## src/rtl/mlp_seq_engine.sv

```systemverilog
// Time-multiplexed N_IN-N_HID-N_OUT perceptron: one signed MAC walks every neuron in turn,
// streaming weights/biases in address order from an external 1-cycle-latency coefficient memory.
module mlp_seq_engine #(
  parameter int N_IN  = 60,
  parameter int N_HID = 5,
  parameter int N_OUT = 2,
  parameter int W     = 16,
  parameter int FRAC  = 8,
  parameter int AW    = 10,
  localparam int KW   = (N_OUT > 1) ? $clog2(N_OUT) : 1
) (
  input  logic               clk,
  input  logic               rst_n,
  input  logic               start,
  input  logic [N_IN*W-1:0]  uzorak,
  output logic [AW-1:0]      coef_addr,
  input  logic [W-1:0]       coef_data,
  output logic               busy,
  output logic               done,
  output logic [N_OUT*W-1:0] izlaz,
  output logic [N_OUT-1:0]   indikator,
  output logic [KW-1:0]      klasa
);

  localparam int ACC_W = 2*W + $clog2(N_IN+1) + 1;
  localparam int NMAX  = (N_IN > N_HID) ? N_IN : N_HID;
  localparam int CW    = $clog2(NMAX+2);
  localparam int NW    = $clog2(((N_HID > N_OUT) ? N_HID : N_OUT) + 1);
  localparam logic signed [ACC_W-1:0] SMAX = {{(ACC_W-W+1){1'b0}}, {(W-1){1'b1}}};
  localparam logic signed [ACC_W-1:0] SMIN = {{(ACC_W-W+1){1'b1}}, {(W-1){1'b0}}};

  typedef enum logic [2:0] {
    S_IDLE, S_HID_MAC, S_HID_FIN, S_OUT_MAC, S_OUT_FIN, S_DONE
  } state_t;

  state_t                         r_state;
  logic [CW-1:0]                  r_cnt;
  logic [NW-1:0]                  r_nrn;
  logic [AW-1:0]                  r_addr;
  logic [N_IN-1:0][W-1:0]         r_smp;
  logic [N_HID-1:0][W-1:0]        r_hid;
  logic [N_OUT-1:0][W-1:0]        r_ob;
  logic signed [ACC_W-1:0]        r_acc;
  logic                           r_busy;
  logic                           r_done;
  logic [N_OUT-1:0][W-1:0]        r_izlaz;
  logic [N_OUT-1:0]               r_ind;
  logic [KW-1:0]                  r_klasa;

  logic                           w_is_hid;
  logic [CW-1:0]                  w_last;
  logic [CW-1:0]                  w_opi;
  logic [W-1:0]                   w_op;
  logic signed [2*W-1:0]          w_prod;
  logic signed [ACC_W-1:0]        w_prod_x;
  logic signed [ACC_W-1:0]        w_bias_x;
  logic signed [ACC_W-1:0]        w_sh;
  logic [W-1:0]                   w_sat;
  logic [W-1:0]                   w_relu;
  logic [W-1:0]                   w_best;
  logic [KW-1:0]                  w_cls;
  logic [N_OUT-1:0]               w_ind;

  assign w_is_hid = (r_state == S_HID_MAC);
  assign w_last   = w_is_hid ? CW'(N_IN) : CW'(N_HID);
  // r_cnt counts cycles within a neuron; data returned at r_cnt=k belongs to address k-1
  assign w_opi    = r_cnt - 1'b1;

  always_comb begin
    w_op = '0;
    for (int i = 0; i < N_IN; i++)
      if (r_state == S_HID_MAC && w_opi == CW'(i)) w_op = r_smp[i];
    for (int j = 0; j < N_HID; j++)
      if (r_state == S_OUT_MAC && w_opi == CW'(j)) w_op = r_hid[j];
  end

  assign w_prod   = $signed(coef_data) * $signed(w_op);
  assign w_prod_x = ACC_W'(w_prod);
  assign w_bias_x = ACC_W'($signed(coef_data)) <<< FRAC;
  assign w_sh     = r_acc >>> FRAC;

  always_comb begin
    if (w_sh > SMAX)      w_sat = {1'b0, {(W-1){1'b1}}};
    else if (w_sh < SMIN) w_sat = {1'b1, {(W-1){1'b0}}};
    else                  w_sat = w_sh[W-1:0];
  end

  assign w_relu = w_sat[W-1] ? '0 : w_sat;

  // strict compare keeps the lowest index on ties
  always_comb begin
    w_cls  = '0;
    w_best = r_ob[0];
    for (int k = 1; k < N_OUT; k++)
      if ($signed(r_ob[k]) > $signed(w_best)) begin
        w_best = r_ob[k];
        w_cls  = KW'(k);
      end
  end

  always_comb begin
    w_ind = '0;
    for (int k = 0; k < N_OUT; k++) w_ind[k] = r_ob[k][W-1];
  end

  always_ff @(posedge clk or negedge rst_n) begin
    if (!rst_n) begin
      r_state <= S_IDLE;
      r_cnt   <= '0;
      r_nrn   <= '0;
      r_addr  <= '0;
      r_smp   <= '0;
      r_hid   <= '0;
      r_ob    <= '0;
      r_acc   <= '0;
      r_busy  <= 1'b0;
      r_done  <= 1'b0;
      r_izlaz <= '0;
      r_ind   <= '0;
      r_klasa <= '0;
    end else begin
      r_done <= 1'b0;
      case (r_state)
        S_IDLE: begin
          if (start) begin
            r_smp   <= uzorak;
            r_busy  <= 1'b1;
            r_addr  <= '0;
            r_cnt   <= '0;
            r_nrn   <= '0;
            r_acc   <= '0;
            r_state <= S_HID_MAC;
          end
        end
        S_HID_MAC, S_OUT_MAC: begin
          if (r_cnt < w_last) r_addr <= r_addr + 1'b1;
          if (r_cnt == w_last + 1'b1) begin
            r_acc   <= r_acc + w_bias_x;
            r_state <= w_is_hid ? S_HID_FIN : S_OUT_FIN;
          end else begin
            if (r_cnt != '0) r_acc <= r_acc + w_prod_x;
            r_cnt <= r_cnt + 1'b1;
          end
        end
        S_HID_FIN: begin
          // coefficients are laid out contiguously, so the next base is just the next address
          r_hid[r_nrn] <= w_relu;
          r_addr       <= r_addr + 1'b1;
          r_acc        <= '0;
          r_cnt        <= '0;
          if (r_nrn == NW'(N_HID-1)) begin
            r_nrn   <= '0;
            r_state <= S_OUT_MAC;
          end else begin
            r_nrn   <= r_nrn + 1'b1;
            r_state <= S_HID_MAC;
          end
        end
        S_OUT_FIN: begin
          r_ob[r_nrn] <= w_sat;
          r_addr      <= r_addr + 1'b1;
          r_acc       <= '0;
          r_cnt       <= '0;
          if (r_nrn == NW'(N_OUT-1)) begin
            r_nrn   <= '0;
            r_state <= S_DONE;
          end else begin
            r_nrn   <= r_nrn + 1'b1;
            r_state <= S_OUT_MAC;
          end
        end
        S_DONE: begin
          r_izlaz <= r_ob;
          r_ind   <= w_ind;
          r_klasa <= w_cls;
          r_done  <= 1'b1;
          r_busy  <= 1'b0;
          r_addr  <= '0;
          r_state <= S_IDLE;
        end
        default: r_state <= S_IDLE;
      endcase
    end
  end

  assign coef_addr = r_addr;
  assign busy      = r_busy;
  assign done      = r_done;
  assign izlaz     = r_izlaz;
  assign indikator = r_ind;
  assign klasa     = r_klasa;

endmodule

```

## config.mk

```make
export PLATFORM = sky130hd
export DESIGN_NAME = mlp_seq_engine
export DESIGN_NICKNAME = d
export VERILOG_FILES = /design/src/rtl/mlp_seq_engine.sv
export SDC_FILE = /design/constraint.sdc
export NUM_CORES = 2
export LEC_CHECK = 0
export CAP_MARGIN = 20
export CORE_AREA = 2 2 397 399
export DETAILED_ROUTE_END_ITERATION = 16
export DIE_AREA = 0 0 399 401
export HOLD_SLACK_MARGIN = 0.02
export PLACE_DENSITY = 0.76
export SLEW_MARGIN = 20
export SYNTH_ARGS = -nofsm -noshare
export SYNTH_HDL_FRONTEND = slang
export SYNTH_SLANG_ARGS = --single-unit
```

## constraint.sdc

```tcl
create_clock -name clk -period 11.25 [get_ports clk]
set_clock_uncertainty 0.15 [all_clocks]
set_input_delay 2.8125 -clock clk [delete_from_list [all_inputs] [get_ports clk]]
set_output_delay 2.8125 -clock clk [all_outputs]
set_load 0.1 [all_outputs]
```

==> impl_metrics.toml <==
[clocking]
cts_buffers = 135
cts_tree = "done"
cts_buffer_depth = 3
cts_root_buf = "clkbuf_16"
h-tree-depth = 4
insertion_delay_ns = 0.80
cts_sinks = 1163
path_clk_slew_ns = 0.06
hold_buffers = 0

[floorplanning]
start_util = 0.442
die_x_um = 399
fp-row-count = 145
ioPinCount = 1026
core_mm2 = 0.156
dieArea_mm2 = 0.160
die_y_um = 401

[detailed_routing]
via_count = 60759
vias_per_cell = 6.21
wl_met1_mm = 118
firstDrtPassIters = 8
wl_per_cell_um = 33.0
wl_met3_mm = 34.5
final_antenna_net_count = 0
dr.first_iter.drc_count = 7866
dr.max_layer_used = "met5"
drt-total-wl_mm = 323
route.met2.wl_mm = 145
drc = 0

[critical_path]
crit_start = "r_cnt[1]"
r2r_cells = 40
critPathKind = "reg2reg"
cpMostUsedCell = "fa_1"
cp-start-kind = "flip-flop"
required_ns = 11.74
endpoint_kind = "flip-flop"
reg2reg_from = "r_cnt[1]"
arrival_ns = 11.55
path_max_fanout = 14
slowest_delay_ns = 0.56
slowest_stage = "a211oi_1"
reg2reg_setup_slack_ns = 0.19
r2r_end = "r_acc[36]"

[placed_design]
io_buffers = 1025
place_congestion = 1.05
place_area_mm2 = 0.0840
hpwl_mm = 256

[sta]
finalSetupViolations = 0
fin_crit_sh = 0.983
setup_tns_ns = 0
report.final.slew_viol_count = 0
period_needed_ns = 11.06
rsz0062_at_grt = "yes"
final-hold-violation-count = 0
max_slew_margin = 0.103
timing.fmax_ghz = 0.0904
worst_pin_slew_ns = 1.35

[synthesis]
synth.distinct_cells = 112
syn_area_mm2 = 0.0688
yosys.area.top_type = "dfrtp_1"
ys_async_sr_fraction = 1.00
synth_top_family_by_area = "multiplexers"
yosysWarnings = 0
synth.top_cell.area_share = 0.423
synth_edf_count = 0
synth_area_leaders = "dfrtp_1 42%, mux2_2 16%, fa_1 9.5%"
syn_avg_cell_area_um2 = 10.9
synth_ff_type = "dfrtp_1"
synth_xor_area_frac = 0.00942
synth_compound_area_frac = 0.133
netlist_instances = 6316
ys_ff_latch = 1163
synth-adder-area-share = 0.127
ys_seq_area_frac = 0.423
synthesis.nets = 7795
yosys.area_share.simple = 0.103
synthMuxAreaShare = 0.157

[hold_path]
worstHoldPathType = "reg2reg"
hold_depth = 2
hold_path_end = "r_hid[57]"
min_from = "r_hid[57]"

[global_routing]
antenna_found_initial = 56
grt_pass1_wl_mm = 450
overflow = 0
grt_max_degree = 207
grt.total_usage = 0.395
grt_pass1_vias = 60978

[final_layout]
postLayoutCellArea_mm2 = 0.0891
nets = 9055
area_growth_syn_to_layout_pct = 29.5
drive_above_1_share = 0.234

[job]
cap_violations = 0

[outcome]
status = "finished clean"
worst max-delay path by stage:
stage                            to
after detailed placement  r_acc[36]
after floorplan           r_acc[36]
final                     r_acc[36]
after global routing      r_acc[36]
after global placement    r_acc[36]
after CTS                 r_acc[36]
routing by layer:
layer	track usage	vias up
met5	0	-
met4	0.259	32
met3	0.108	1018
met2	0.608	3865
met1	0.487	30800
li1	-	25044
cell families (layout without fill, tap and decap cells):
logic type | Yosys count | in the layout
xor+xnor | 71 | 71
flops | 1163 | 1163
fa+ha+maj | 500 | 500
mux | 961 | 961
other cells | 0 | 45
compound gates | 1362 | 1362
buf+inv | 805 | 2167
simple gates | 1454 | 1454
worst max-delay path: cells and delay by family, from the launching register on:
kind            cells  cell delay, ns
fa+ha+maj           8            3.24
compound gates     15            4.46
flops               1            0.38
simple gates        6            0.87
buf+inv            10            1.60
xor+xnor            1            0.16
layout by cell type, fill, tap and decap left out, types with 25 or more instances in the layout:
cell type	count
o221ai_1	41
nand2_1	511
a21o_1	36
o21a_1	32
xor2_1	25
nand4_1	48
a22oi_1	43
xnor2_1	43
and3_1	25
mux2_2	959
inv_1	435
and2_1	139
o211ai_1	46
clkbuf_16	136
a221oi_1	81
a221o_1	44
o21ai_0	407
ha_1	170
nor2_1	293
dfrtp_1	1162
a211oi_1	41
nor3_1	92
nor4_1	33
nor2b_1	28
nor3_2	28
diode_2	45
buf_4	441
clkbuf_1	26
nand2b_1	33
nand3_1	118
clkdlybuf4s50_1	1024
o22ai_1	49
fa_1	328
a31oi_1	37
clkbuf_8	26
a21oi_1	238
cells in the mapped netlist (23+ instances only):
master and n:
a21oi_1 242, fa_1 328, xnor2_1 43, inv_1 435, nor4_1 35, buf_4 23
o221ai_1 41, nor2b_1 28, a22oi_1 44, dfrtp_1 1163, nor3_1 104, clkbuf_1 251
a31oi_1 37, buf_2 64, nor2_1 301, nand4_1 48, and3_1 26, o22ai_1 51
nand3_1 120, a221o_1 44, a21o_1 37, ha_1 172, a221oi_1 83, a211oi_1 44
o21a_1 32, xor2_1 26, mux2_2 959, nand2b_1 33, nand2_1 512, o21ai_0 414
and2_1 140, o211ai_1 46
stage by stage:
| step | setup WS (ns) | std cells | hold slack [ns] | utilization |
|---|---|---|---|---|
| 2_1_floorplan | 1.35 | 6316 | 0.293 | - |
| 3_3_place_gp | -0.730 | 9483 | 0.307 | 0.539 |
| 3_5_place_dp | -0.695 | 9483 | 0.318 | 0.539 |
| 4_1_cts | 0.00847 | 9724 | 0.330 | 0.569 |
| 5_1_grt | -0.0234 | 9760 | 0.343 | 0.572 |
| 6_report | 0.190 | 9781 | 0.331 | 0.572 |
timing repair:
action | in CTS | in global routing
setup buffers | 2 | 11
setup endpoints to repair | 14 | 13
resized for setup | 12 | 37
endpoints found under the hold margin | 0 | 0
pin swaps | 2 | 6
flip-flops by register name, indices dropped and copies added (netlist names):
register / count
r_state: 3
r_nrn: 3
r_acc: 39
done: 1
busy: 1
izlaz: 31
klasa: 1
r_smp: 960
indikator: 1
r_ob: 32
coef_addr: 10
r_hid: 75
r_cnt: 6
final cells by class:
type / instances / area, um2
Antenna cell: 45 / 113
Multi-Input combinational cell: 4348 / 37000
Sequential cell: 1163 / 29100
Clock buffer: 188 / 3860
Fill cell: 13290 / 66600
Inverter: 438 / 1640
Tap cell: 2058 / 2570
Clock inverter: 51 / 717
Timing Repair Buffer: 1490 / 14100
Power is left out: the tool's default activity adds up to more than one toggle a clock period on the data nets, which glitch-free logic cannot reach.
